## src/rtl/move_seq_packer.sv

```systemverilog
// Writer side of the packed move-sequence bus feeding the move display.
// Holds the solver's partial path as a stack packed into a flat vector.
// Push/pop strobes let a backtracking search undo moves. Commit freezes
// the path and raises comp so the display can step through it. Clear
// discards the path and starts a new empty one.
module move_seq_packer #(
    parameter int MAX_MOVES = 17,
    parameter int MW        = 2,
    parameter int LW        = 5
) (
    input  logic                    clk,
    input  logic                    rst_n,
    input  logic                    push,
    input  logic [MW-1:0]           mv,
    input  logic                    pop,
    input  logic                    commit,
    input  logic                    clear,
    output logic [MAX_MOVES*MW-1:0] ord,
    output logic [LW-1:0]           len,
    output logic [MW-1:0]           top_mv,
    output logic                    top_vld,
    output logic                    full,
    output logic                    empty,
    output logic                    comp,
    output logic                    err
);

    localparam int              OW      = MAX_MOVES * MW;
    localparam logic [LW-1:0]   LEN_MAX = LW'(MAX_MOVES);

    typedef enum logic {
        BUILD = 1'b0,
        DONE  = 1'b1
    } state_t;

    state_t          state;
    logic [OW-1:0]   nxt_ord;
    logic [LW-1:0]   nxt_len;
    logic            op_err;
    logic            wr_en;
    logic [LW-1:0]   wr_idx;
    logic [MW-1:0]   wr_val;
    logic [LW-1:0]   top_idx;

    // Status flags come straight from the registered length.
    assign full    = (len == LEN_MAX);
    assign empty   = (len == '0);
    assign top_vld = !empty;
    assign top_idx = len - LW'(1);

    // Top-of-stack readout: select slot len-1, or zero when the stack is empty.
    always_comb begin
        top_mv = '0;
        for (int k = 0; k < MAX_MOVES; k++) begin
            if (top_vld && (top_idx == LW'(k))) begin
                top_mv = ord[MW*k +: MW];
            end
        end
    end

    // Stack operation decode: choose the single slot write and the new length.
    // A push with a pop on a non-empty stack replaces the top slot. On an empty
    // stack it is treated as a plain push.
    always_comb begin
        // NOTE: every signal gets a default first, so no path leaves it
        // unassigned and no latch is inferred.
        nxt_len = len;
        op_err  = 1'b0;
        wr_en   = 1'b0;
        wr_idx  = '0;
        wr_val  = '0;
        if (push && pop && !empty) begin
            wr_en  = 1'b1;
            wr_idx = top_idx;
            wr_val = mv;
        end else if (push) begin
            if (full) begin
                op_err = 1'b1;
            end else begin
                wr_en   = 1'b1;
                wr_idx  = len;
                wr_val  = mv;
                nxt_len = len + LW'(1);
            end
        end else if (pop) begin
            if (empty) begin
                op_err = 1'b1;
            end else begin
                wr_en   = 1'b1;
                wr_idx  = top_idx;
                wr_val  = '0;
                nxt_len = top_idx;
            end
        end
    end

    // Per-slot write enable decoded from the slot index. A popped slot is
    // written back to zero, so every slot at or above len always reads zero.
    always_comb begin
        nxt_ord = ord;
        for (int k = 0; k < MAX_MOVES; k++) begin
            if (wr_en && (wr_idx == LW'(k))) begin
                nxt_ord[MW*k +: MW] = wr_val;
            end
        end
    end

    // Control FSM and output registers. Clear overrides any stack op or
    // commit in the same cycle. In BUILD the stack op is applied first and a
    // same-cycle commit then freezes the updated path.
    always_ff @(posedge clk) begin
        // NOTE: sequential state uses non-blocking assignments only, so every
        // register samples its pre-edge inputs.
        if (!rst_n) begin
            state <= BUILD;
            ord   <= '0;
            len   <= '0;
            comp  <= 1'b0;
            err   <= 1'b0;
        end else if (clear) begin
            state <= BUILD;
            ord   <= '0;
            len   <= '0;
            comp  <= 1'b0;
            err   <= 1'b0;
        end else begin
            case (state)
                BUILD: begin
                    ord <= nxt_ord;
                    len <= nxt_len;
                    if (op_err) begin
                        err <= 1'b1;
                    end
                    if (commit) begin
                        state <= DONE;
                        comp  <= 1'b1;
                    end
                end
                DONE: begin
                    state <= DONE;
                end
                default: begin
                    state <= BUILD;
                end
            endcase
        end
    end

endmodule
```

## config.mk

```make
export PLATFORM = sky130hd
export DESIGN_NAME = move_seq_packer
export DESIGN_NICKNAME = d
export VERILOG_FILES = /design/src/rtl/move_seq_packer.sv
export SDC_FILE = /design/constraint.sdc
export NUM_CORES = 1
export LEC_CHECK = 0
export CAP_MARGIN = 40
export CORE_MARGIN = 3
export CORE_UTILIZATION = 35
export DETAILED_ROUTE_END_ITERATION = 7
export RECOVER_POWER = 100
export REMOVE_ABC_BUFFERS = 1
export SETUP_SLACK_MARGIN = 0.2
export SYNTH_ARGS = -nofsm -noshare
export SYNTH_HDL_FRONTEND = slang
export SYNTH_SLANG_ARGS = --single-unit
```

## constraint.sdc

```tcl
create_clock -name clk -period 3 [get_ports clk]
set_input_delay 0.9 -clock clk [delete_from_list [all_inputs] [get_ports clk]]
set_output_delay 0.9 -clock clk [all_outputs]
set_load 0.02 [all_outputs]
```

==> results.md <==
- Status: finished with violations
- Failing checks: setup timing
- Die area: 9000 sq um
- Synth cell types: 62
- P_leak: 0.00172 uW
- Final Instance Count excl. Fillers: 536
- Routed wire length: between 8000 and 9000 um
- Initial antenna violation count: 0
- Number of flops mapped to enable cells by yosys: 0
- Maximum vdd drop: 0.000210 V
- Synth Area per Inst: 8.01 sq um
- TritonCTS clock tree: built
- Antenna diodes: 0
- Avg WL per Cell: roughly 16 um
- Grt total ovfl: 0
- Dpl ws: -0.612 ns
- Final Hold Fails: 0
- PD cells: 375 nW/um^2
- Worst Path Arrival: 2.41 ns
- Starting Density: 0.371
- Worst path max stage delay: between 0.3 and 0.4 ns
- FF+latch count, synth: 42
- I/O pin cnt: 54
- Tmin final: around 3.3 ns
- Placed Cells: 525
- Final antenna-violating net count: 0
- CTS buffer count: 5
- Synthesized instance count: 345
- Total core area: 7450 sq um
- Final net count: 450
- Die Wd: 94.8 um
- H-tree depth: 2
- Clock Sinks: between 40 and 50
- Routed vias: 2832
- Share of the yosys chip area belonging to registers: 0.304
- Total global-route track usage: 0.199
- Vias in the first global route: ~2700
- Critical Path Start Type: flop
- Buffers and inverters on the worst path: 2
- DRC errors left: 0
- Post-route setup slack: -0.313 ns
- Share of flip-flops with an asynchronous set or reset: 0
- Synthesized cell area: 2760 sq um
- CP Cell Sequence: buf_6 > or3_4 > and2_4 > o31a_1 > o31a_1 > o31ai_2 > buf_4
- Final GP Congestion: 0.834
- Period utilisation layout: 1.10
- Area growth from synthesis to layout: 42.8%
- Clk root buf: clkbuf_8
- Clock Latency Late Sink: about 0.30 ns
- Largest net degree at the start of global routing: 35
- Clk buf depth: 2
- Tightest Hold Check Type: flop to flop
- Layout cell share with drive strength beyond 1: 0.245
- RSZ-0062 raised after global routing: yes
- Vias per inst: 5.28
- Worst Setup End Kind: primary output
- Worst-path fanout max: 7
- Post-layout util: 0.530
- Setup Viol. Count Final: 2
- Yosys warning count: 0
- # rows: 31
- Most used DFF post-synth: dfxtp_1
- Iteration-0 DRC Markers: 157
- Slew Limit Headroom: 0.654
- Crit-path slowest cell: or3_4
- Die H: approximately 95 um
- DRT Pass-1 Iters: 4
- PortBufs: 53
- Data required time of the worst path: 2.10 ns
- Dpl hpwl: roughly 6600 um
- Overall power: 1480 uW
- Reg clk slew, reported paths: 0.09 ns
- Number of max-cap violations: 0
- Clk_skew: 0.0142 ns
- Pins over their slew limit: 0
- Fin Hold WS: 0.479 ns
- Crit path top cell by count: o31a_1
- Critical path class: flop to primary output
- Top delay family on crit path: compound AO/OA/AOI/OAI gates
- Slew @ Worst Pin: approximately 0.52 ns
- Fmax: between 0.3 and 0.4 GHz
- First-pass GRT wire length: 14000 um
[worst register-to-register path, delay by kind of cell, from the launching register on]
| family | cells | cell delay, ns |
|---|---|---|
| AOI/OAI and AO/OA | 1 | 0.06 |
| muxes | 1 | 0.20 |
| DFF | 1 | 0.34 |
| buffers and inverters | 4 | 0.60 |
| adders and majority gates | 1 | 0.16 |
| and+or+nand+nor | 4 | 1.26 |
[where the power goes]
part	leakage (uW)	internal, uW	switching, uW
sequential	0.000340	565	9.46
combinational	0.00133	199	247
clock	0.0000514	249	212
[sequential cells by signal (all words and copies together) (netlist names)]
name / cells
comp: 1
len: 5
state: 1
err: 1
ord: 34
[path summary, 6_finish.rpt]
path	to	cells past startpoint	slack (ns)	from
worst min register to register	ord[9]	2	0.48	ord[9]
worst max-delay path	top_mv[1]	7	-0.31	len[1]
worst max register to register	ord[25]	11	0.31	len[0]
worst min-delay path	ord[9]	2	0.48	ord[9]
[metrics by stage]
| step | cell area [sq um] | setup TNS, ns |
|---|---|---|
| after floorplan | 2650 | -1.53 |
| after global placement | 3690 | -1.00 |
| after detailed placement | 3690 | -1.21 |
| after CTS | 3910 | -0.618 |
| after global routing | 3950 | -0.772 |
| final | 3950 | -0.611 |
[cells in the final DEF, fill, tap and decap left out, types with 3 or more instances in the layout]
cell             netlist  layout
clkbuf_8               0       5
nand3b_1               5       5
clkdlybuf4s50_1        0       5
nand2b_1               3       3
dfxtp_2                0       3
dfxtp_1               42      39
a211o_1                3       3
nand3_1               18      18
inv_1                 14      13
or3_1                  5       4
mux2i_1               35      35
buf_6                  2       6
clkbuf_1              14       4
and3_1                 5       5
o21ai_1                2       4
o21ai_0               10       7
a211oi_1               6       4
nor2_1                22      21
a21oi_1               32      28
o22ai_1                8       7
a21oi_2                0       4
o31a_1                 3       3
nand2_1               48      48
buf_4                  1      48
dlygate4sd3_1          0      43
or2_2                  3       3
[routing by layer]
layer	wire length [um]	track usage
met1	3970	0.272
met3	490	0.0375
met4	133	0.0288
met5	0	0
met2	4070	0.331
[synthesized netlist by cell type (all sizes together) (2+ instances only)]
library cell	instances	area share
clkbuf	14	0.019
buf	10	0.024
inv	15	0.020
nand2	49	0.069
o22ai	8	0.018
o31a	3	0.0095
nor4b	2	0.012
nor3	5	0.013
a211o	3	0.0095
nand3b	5	0.014
and3	5	0.011
o22a	2	0.0063
or2	3	0.0068
xnor2	2	0.0063
nand3	19	0.036
a211oi	6	0.016
o32ai	2	0.0063
o21ai	12	0.022
nor2b	2	0.0045
nor2	23	0.034
o31ai	2	0.0054
a31oi	2	0.0045
mux2i	35	0.13
dfxtp	42	0.30
or4	2	0.0054
a21oi	32	0.058
o41ai	2	0.0091
or3	5	0.011
nor3b	4	0.017
ha	6	0.027
and3b	2	0.0063
nand2b	3	0.0068
[area by class of cell]
class / count / area (sq um)
repair buffers: 108 / 948
well taps: 99 / 124
flip-flops and latches: 42 / 845
inverters: 15 / 56.3
clock buffers: 6 / 72.6
multi-input cells: 264 / 1860
clock inverters: 2 / 37.5
fillers: 729 / 3500
[timing repair]
action / in CTS / in global routing
hold buffers: 0 / 0
buffers inserted: 3 / 0
resized for setup: 41 / 16
setup endpoints to repair: 5 / 4
pin swaps: 9 / 6
hold endpoints to repair: 0 / 0
[cell families after synthesis]
kind of cell / synth area share
XOR/XNOR: 0.00951
AO/OA/AOI/OAI: 0.201
multiplexers: 0.131
buffers and inverters: 0.0630
flip-flops: 0.304
adder cells (fa/ha/maj): 0.0272
AND/OR/NAND/NOR: 0.264
Power figures use the tool's default switching activity.
